===== src/rtl/sub_nibble_serial.sv =====
// rtl/sub_nibble_serial.sv - nibble-serial two's-complement subtractor (a - b) with N/Z/V/C flags
// Optional macro SUB_SAT_EN: clamp diff to the signed limit on overflow.
module sub_nibble_serial #(
  parameter int WIDTH = 16
) (
  input  logic             clk,
  input  logic             rst_n,
  input  logic             start,
  input  logic [WIDTH-1:0] a,
  input  logic [WIDTH-1:0] b,
  output logic             busy,
  output logic             done,
  output logic [WIDTH-1:0] diff,
  output logic             flag_n,
  output logic             flag_z,
  output logic             flag_v,
  output logic             flag_c
);
  localparam int NIB = WIDTH / 4;
  localparam int CW  = $clog2(NIB);

  typedef enum logic [1:0] {S_IDLE, S_RUN, S_DONE} state_t;

  state_t           state_q, state_d;
  logic [CW-1:0]    cnt_q, cnt_d;
  logic             carry_q, carry_d;
  logic [WIDTH-1:0] a_q, a_d;
  logic [WIDTH-1:0] nb_q, nb_d;
  logic [WIDTH-5:0] acc_q, acc_d;
  logic [WIDTH-1:0] diff_q, diff_d;
  logic             fn_q, fn_d, fz_q, fz_d, fv_q, fv_d, fc_q, fc_d;

  logic [3:0]       g, p, s;
  logic [4:0]       c;
  logic [WIDTH-1:0] raw, res;
  logic             ovf;

  // Operands shift right each step so the slice always sees the current nibble in bits [3:0].
  assign g    = a_q[3:0] & nb_q[3:0];
  assign p    = a_q[3:0] ^ nb_q[3:0];
  assign c[0] = carry_q;
  assign c[1] = g[0] | (p[0] & c[0]);
  assign c[2] = g[1] | (p[1] & g[0]) | (p[1] & p[0] & c[0]);
  assign c[3] = g[2] | (p[2] & g[1]) | (p[2] & p[1] & g[0]) | (p[2] & p[1] & p[0] & c[0]);
  assign c[4] = g[3] | (p[3] & g[2]) | (p[3] & p[2] & g[1]) | (p[3] & p[2] & p[1] & g[0])
              | (p[3] & p[2] & p[1] & p[0] & c[0]);
  assign s    = p ^ c[3:0];
  assign raw  = {s, acc_q};
  assign ovf  = c[3] ^ c[4];

`ifdef SUB_SAT_EN
  // On the last nibble a_q[3] is the minuend sign bit.
  assign res = ovf ? (a_q[3] ? {1'b1, {(WIDTH-1){1'b0}}} : {1'b0, {(WIDTH-1){1'b1}}}) : raw;
`else
  assign res = raw;
`endif

  always_comb begin
    state_d = state_q;
    cnt_d   = cnt_q;
    carry_d = carry_q;
    a_d     = a_q;
    nb_d    = nb_q;
    acc_d   = acc_q;
    diff_d  = diff_q;
    fn_d    = fn_q;
    fz_d    = fz_q;
    fv_d    = fv_q;
    fc_d    = fc_q;
    case (state_q)
      S_IDLE: begin
        if (start) begin
          a_d     = a;
          nb_d    = ~b;
          carry_d = 1'b1;
          cnt_d   = '0;
          state_d = S_RUN;
        end
      end
      S_RUN: begin
        a_d     = a_q >> 4;
        nb_d    = nb_q >> 4;
        acc_d   = raw[WIDTH-1:4];
        carry_d = c[4];
        cnt_d   = cnt_q + 1'b1;
        if (cnt_q == CW'(NIB - 1)) begin
          state_d = S_DONE;
          diff_d  = res;
          fn_d    = res[WIDTH-1];
          fz_d    = (raw == '0);
          fv_d    = ovf;
          fc_d    = c[4];
        end
      end
      S_DONE:  state_d = S_IDLE;
      default: state_d = S_IDLE;
    endcase
  end

  always_ff @(posedge clk or negedge rst_n) begin
    if (!rst_n) begin
      state_q <= S_IDLE;
      cnt_q   <= '0;
      carry_q <= 1'b0;
      a_q     <= '0;
      nb_q    <= '0;
      acc_q   <= '0;
      diff_q  <= '0;
      fn_q    <= 1'b0;
      fz_q    <= 1'b0;
      fv_q    <= 1'b0;
      fc_q    <= 1'b0;
    end else begin
      state_q <= state_d;
      cnt_q   <= cnt_d;
      carry_q <= carry_d;
      a_q     <= a_d;
      nb_q    <= nb_d;
      acc_q   <= acc_d;
      diff_q  <= diff_d;
      fn_q    <= fn_d;
      fz_q    <= fz_d;
      fv_q    <= fv_d;
      fc_q    <= fc_d;
    end
  end

  assign busy   = (state_q != S_IDLE);
  assign done   = (state_q == S_DONE);
  assign diff   = diff_q;
  assign flag_n = fn_q;
  assign flag_z = fz_q;
  assign flag_v = fv_q;
  assign flag_c = fc_q;
endmodule


===== config.mk =====
export PLATFORM = sky130hd
export DESIGN_NAME = sub_nibble_serial
export DESIGN_NICKNAME = d
export VERILOG_FILES = /design/src/rtl/sub_nibble_serial.sv
export SDC_FILE = /design/constraint.sdc
export NUM_CORES = 1
export LEC_CHECK = 0
export ABC_CLOCK_PERIOD_IN_PS = 4550
export CORE_UTILIZATION = 60
export CTS_BUF_LIST = sky130_fd_sc_hd__clkbuf_8
export DETAILED_ROUTE_END_ITERATION = 6
export DONT_BUFFER_PORTS = 1
export GPL_ROUTABILITY_DRIVEN = 0
export GPL_TIMING_DRIVEN = 0
export PLACE_DENSITY = 0.76
export SLEW_MARGIN = 25
export SYNTH_ARGS = -nofsm -noshare
export SYNTH_HDL_FRONTEND = slang
export SYNTH_SLANG_ARGS = --single-unit

===== constraint.sdc =====
create_clock -name clk -period 4.55 [get_ports clk]
set_input_delay 1.365 -clock clk [delete_from_list [all_inputs] [get_ports clk]]
set_output_delay 1.365 -clock clk [all_outputs]
set_load 0.02 [all_outputs]

== Word-level counts from Yosys, hierarchy flattened ==
Cells that the tools add are included.

* Flip-flop bits (word level): 69
* Input port bits: 35
* Output and inout bits: 22
* Word-level logic and storage cells: 66

* Add/subtract/negate cells: 1
* Equality and inequality tests: 5
* Muxes and demuxes: 11
* Bitwise logic cells: 31
* Reduce and logical (&&, ||, !) cells: 7

{| class="wikitable"
|+ Operators with widths
! kind !! count
|-
| $pmux 16 s2 || 2
|-
| $mux 16 || 2
|-
| $and 1x1->1 || 16
|-
| $logic_not 16->1 || 1
|-
| $not 16->16 || 1
|-
| $or 1x1->1 || 10
|-
| $pmux 2 s2 || 2
|-
| $xor 4x4->4 || 2
|-
| $mux 2 || 3
|-
| $reduce_and 2->1 || 3
|-
| $and 4x4->4 || 1
|-
| $eq 2x2->1 const B || 2
|-
| $ne 2x2->1 const B || 2
|-
| $reduce_bool 2->1 || 2
|-
| $add 2x1->2 const B || 1
|-
| $eq 2x1->1 const B || 1
|-
| $logic_not 2->1 || 1
|-
| $pmux 1 s2 || 1
|-
| $mux 1 || 1
|-
| $xor 1x1->1 || 1
|}

== Longest topological paths before layout ==
* Depth after elaboration: 7
* Depth in mapped cells: 6
* Gate-level depth less buffers: 6

== Least setup slack after synthesis ==
No wires, ideal clock.

* Path type: in2reg
* From: input port start
* To: register nb_q[1]
* Library setup time: 0.123 ns
* Arrival: 2.244 ns
* Required time: 4.427 ns
* Setup slack: 2.183 ns
* Stages on the path: 5
* Path buffers: 2
* Path through: or3b_1 clkbuf_1 buf_2 a211oi_1 nor2_1

* Longest elaborated chain between the ends: 2

{| class="wikitable"
|+ RTL lines
! item !! line !! RTL
|-
| start, declared || 8 || <nowiki>input logic start,</nowiki>
|-
| $ne 2x2->1 (no source line) || n/a ||
|-
| $reduce_and 2->1 (no source line) || n/a ||
|-
| end signal, assigned || 118 || <nowiki>nb_q <= nb_d;</nowiki>
|-
| end, declared || 28 || <nowiki>logic [WIDTH-1:0] nb_q, nb_d;</nowiki>
|}

Every way passes these cells.
A chain may end at the register's enable or synchronous reset.

== Final worst setup path ==
* From: register state_q[1]
* To: output port done

* Longest elaborated chain between the ends: 1

{| class="wikitable"
|+ RTL lines
! item !! line !! RTL
|-
| start, declared || 24 || <nowiki>state_t state_q, state_d;</nowiki>
|-
| start signal, assigned || 114 || <nowiki>state_q <= state_d;</nowiki>
|-
| $eq 2x2->1 || 129 || <nowiki>assign done = (state_q == S_DONE);</nowiki>
|-
| end, declared || 12 || <nowiki>output logic done,</nowiki>
|}

Every way passes these cells.

==> flow_summary.yaml <==
status:
  run_status: "finished, final reports clean"
clock_network:
  htree_num_levels: 3
  clk_pin_slew_worst_paths_ns: 0.08
  cts-root-buf: "clkbuf_8"
  clock_path_buffers: 2
  holdBufCountCts: 0
  insertion_delay_ns: 0.35
  cts_tree: "yes"
  numCtsBuffers: 9
  postCtsSetupBuffers: 0
  clock-sinks: 68
  cts_resized: 0
setup_path:
  critPathLaunchType: "flip-flop"
  crit_slowest_cell: "dfrtp_1"
  reg2reg_from: "carry_q"
  critPathTopFamily: "flip-flops"
  cp.arrival_ns: 1.17
  crit_required_ns: 3.18
  crit_path_cell_trace: "nor2b_1"
  ff2ff_path_depth: 6
  path_buf_inv: 0
  cpPeakStageDelay_ns: 0.44
  crit_type: "reg2out"
  path_max_fanout: 6
  reg2reg_to: "flag_z"
  crit_path_end_kind: "primary output"
  r2r_setup_slack_ns: 2.49
finish:
  syn_to_final_growth_pct: 10.9
  nNetsFinal: 354
  final_core_util: 0.693
  diodes: 0
  drive_gt1_frac: 0.129
timing:
  finalHoldViolCount: 0
  fmax_mhz: 394
  fin_ws_ns: 2.01
  timing_max_transition_violations_final: 0
  post-route-period-util: 0.558
  min_period_ns: 2.54
  rsz0062_at_grt: "false"
  max-slew-margin-rel: 0.624
  worst_pin_slew_ns: 0.562
  skew_ns: 0.0101
  tns_ns: 0
  setup_viol: 0
global_route:
  grt_pass1_vias: 2014
  grt_max_degree: 69
  grt_pass1_wl_microns: 9570
  grt_usage: 0.250
  overflow: 0
  antenna_found_initial: 0
die:
  core-area_sq_um: 4720
  initial_utilization: 0.625
  die_y_microns: 72.1
  die_w_microns: 72.1
  num_rows: 25
  ios: 57
  die-area_sq_um: 5200
route:
  drc: 0
  wl_per_cell_microns: 15.1
  num_vias: 2137
  firstDrtPassIters: 4
  drt-total-wl_microns: 5810
  drtAntennaViolNets: 0
  first_iter_violations: 174
  via_per_inst: 5.55
synth:
  synth_top_area_cell: "dfrtp_1"
  synth_ff_type: "dfrtp_1"
  synth_edf_count: 0
  postSynthCellCount: 302
  yosys-top-cells-count: "dfrtp_1 (68), nand2_1 (67), nor2_1 (48), o21ai_0 (19)"
  yosys.area.top_type_share: 0.577
  synth-seq-cells: 68
  synth_area_sq_um: 2950
  yosysWarnings: 0
  synth_cell_types: 34
  synth.most_common_cell: "dfrtp_1"
  ys_seq_area_frac: 0.577
  syn_nets: 343
  syn_avg_cell_area_sq_um: 9.77
  synth-async-reset-ratio: 1.00
  synthTopCellsByArea: "dfrtp_1 (58%), nand2_1 (8.5%), nor2_1 (6.1%)"
power:
  vdd_drop_max_v: 0.000449
  p_per_area_nw_per_um2: 857
  leakagePower_uw: 0.00154
worst_hold_path:
  whs_endpoint: "nb_q[0]"
  hold_start: "nb_q[4]"
  worst_hold_path_type: "reg2reg"
  hold_path_depth: 2
placement:
  place_hpwl_microns: 3960
  io_buffers: 0
  dp_slack_ns: 2.01
flow_run:
  max_cap_violations: 0
==> cell usage in the layout, fill, tap and decap left out, drive strengths merged, types with 2 or more instances in the layout <==
cell    Yosys  routed
a211oi     12      12
a21oi       4       4
a31oi      11      11
buf         8       8
bufinv      0       2
clkbuf     12      24
dfrtp      68      68
ha          5       5
inv         4       5
mux2       12      12
nand2      68      68
nand3      10      10
nor2       48      48
nor2b       2       2
o21ai      20      20
xnor2       2       2
==> worst max path at each step <==
stage / start / end / slack [ns] / cells after the start
after global placement: start / nb_q[11] / 2.04 / 5
after global routing: state_q[1] / done / 1.95 / 1
after detailed placement: start / nb_q[10] / 2.01 / 5
final: state_q[1] / done / 2.01 / 1
after floorplan: start / nb_q[1] / 2.18 / 5
after CTS: state_q[1] / done / 2.00 / 1
==> metrics by stage <==
step                      cells  hold slack (ns)  power (uW)  area (sq um)
after floorplan             302            0.450        1960          2950
after global placement      369            0.465        2190          3040
after detailed placement    369            0.477        2230          3040
after CTS                   385            0.495        2820          3270
after global routing        385            0.533        3030          3270
final                       385            0.486        2800          3270
==> registers in the layout (all words and copies together), names as in the netlist, 2 cells and up <==
signal   cells
diff        16
state_q      2
cnt_q        2
nb_q        16
acc_q       12
a_q         16
==> power by group <==
part	internal [uW]	leakage (uW)	switching (uW)
sequential	899	0.000838	287
clock	352	0.000120	227
combinational	415	0.000577	625
==> cells by family after synthesis <==
kind of cell	count (synthesis)	share of synthesized area
AND/OR/NAND/NOR	138	0.198
XOR/XNOR	3	0.00890
buffers and inverters	24	0.0356
multiplexers	12	0.0458
adder cells (fa/ha/maj)	6	0.0280
flip-flops	68	0.577
AO/OA/AOI/OAI	51	0.107
==> cell type report <==
type / instances / area [sq um]
Tap cell: 67 / 83.8
Clock buffer: 12 / 165
Buffer: 20 / 90.1
Fill cell: 383 / 1450
Multi-Input combinational cell: 210 / 1140
Clock inverter: 4 / 71.3
Inverter: 4 / 15.0
Sequential cell: 68 / 1700
==> routing by layer <==
metal / global-route usage / wire [microns] / up-vias
met5: 0 / 0 / -
met4: 0.126 / 119 / 0
met3: 0.0625 / 414 / 9
met2: 0.357 / 2660 / 91
met1: 0.357 / 2620 / 1000
li1: - / - / 1037
Note: power is estimated with default switching activity, not from simulation.
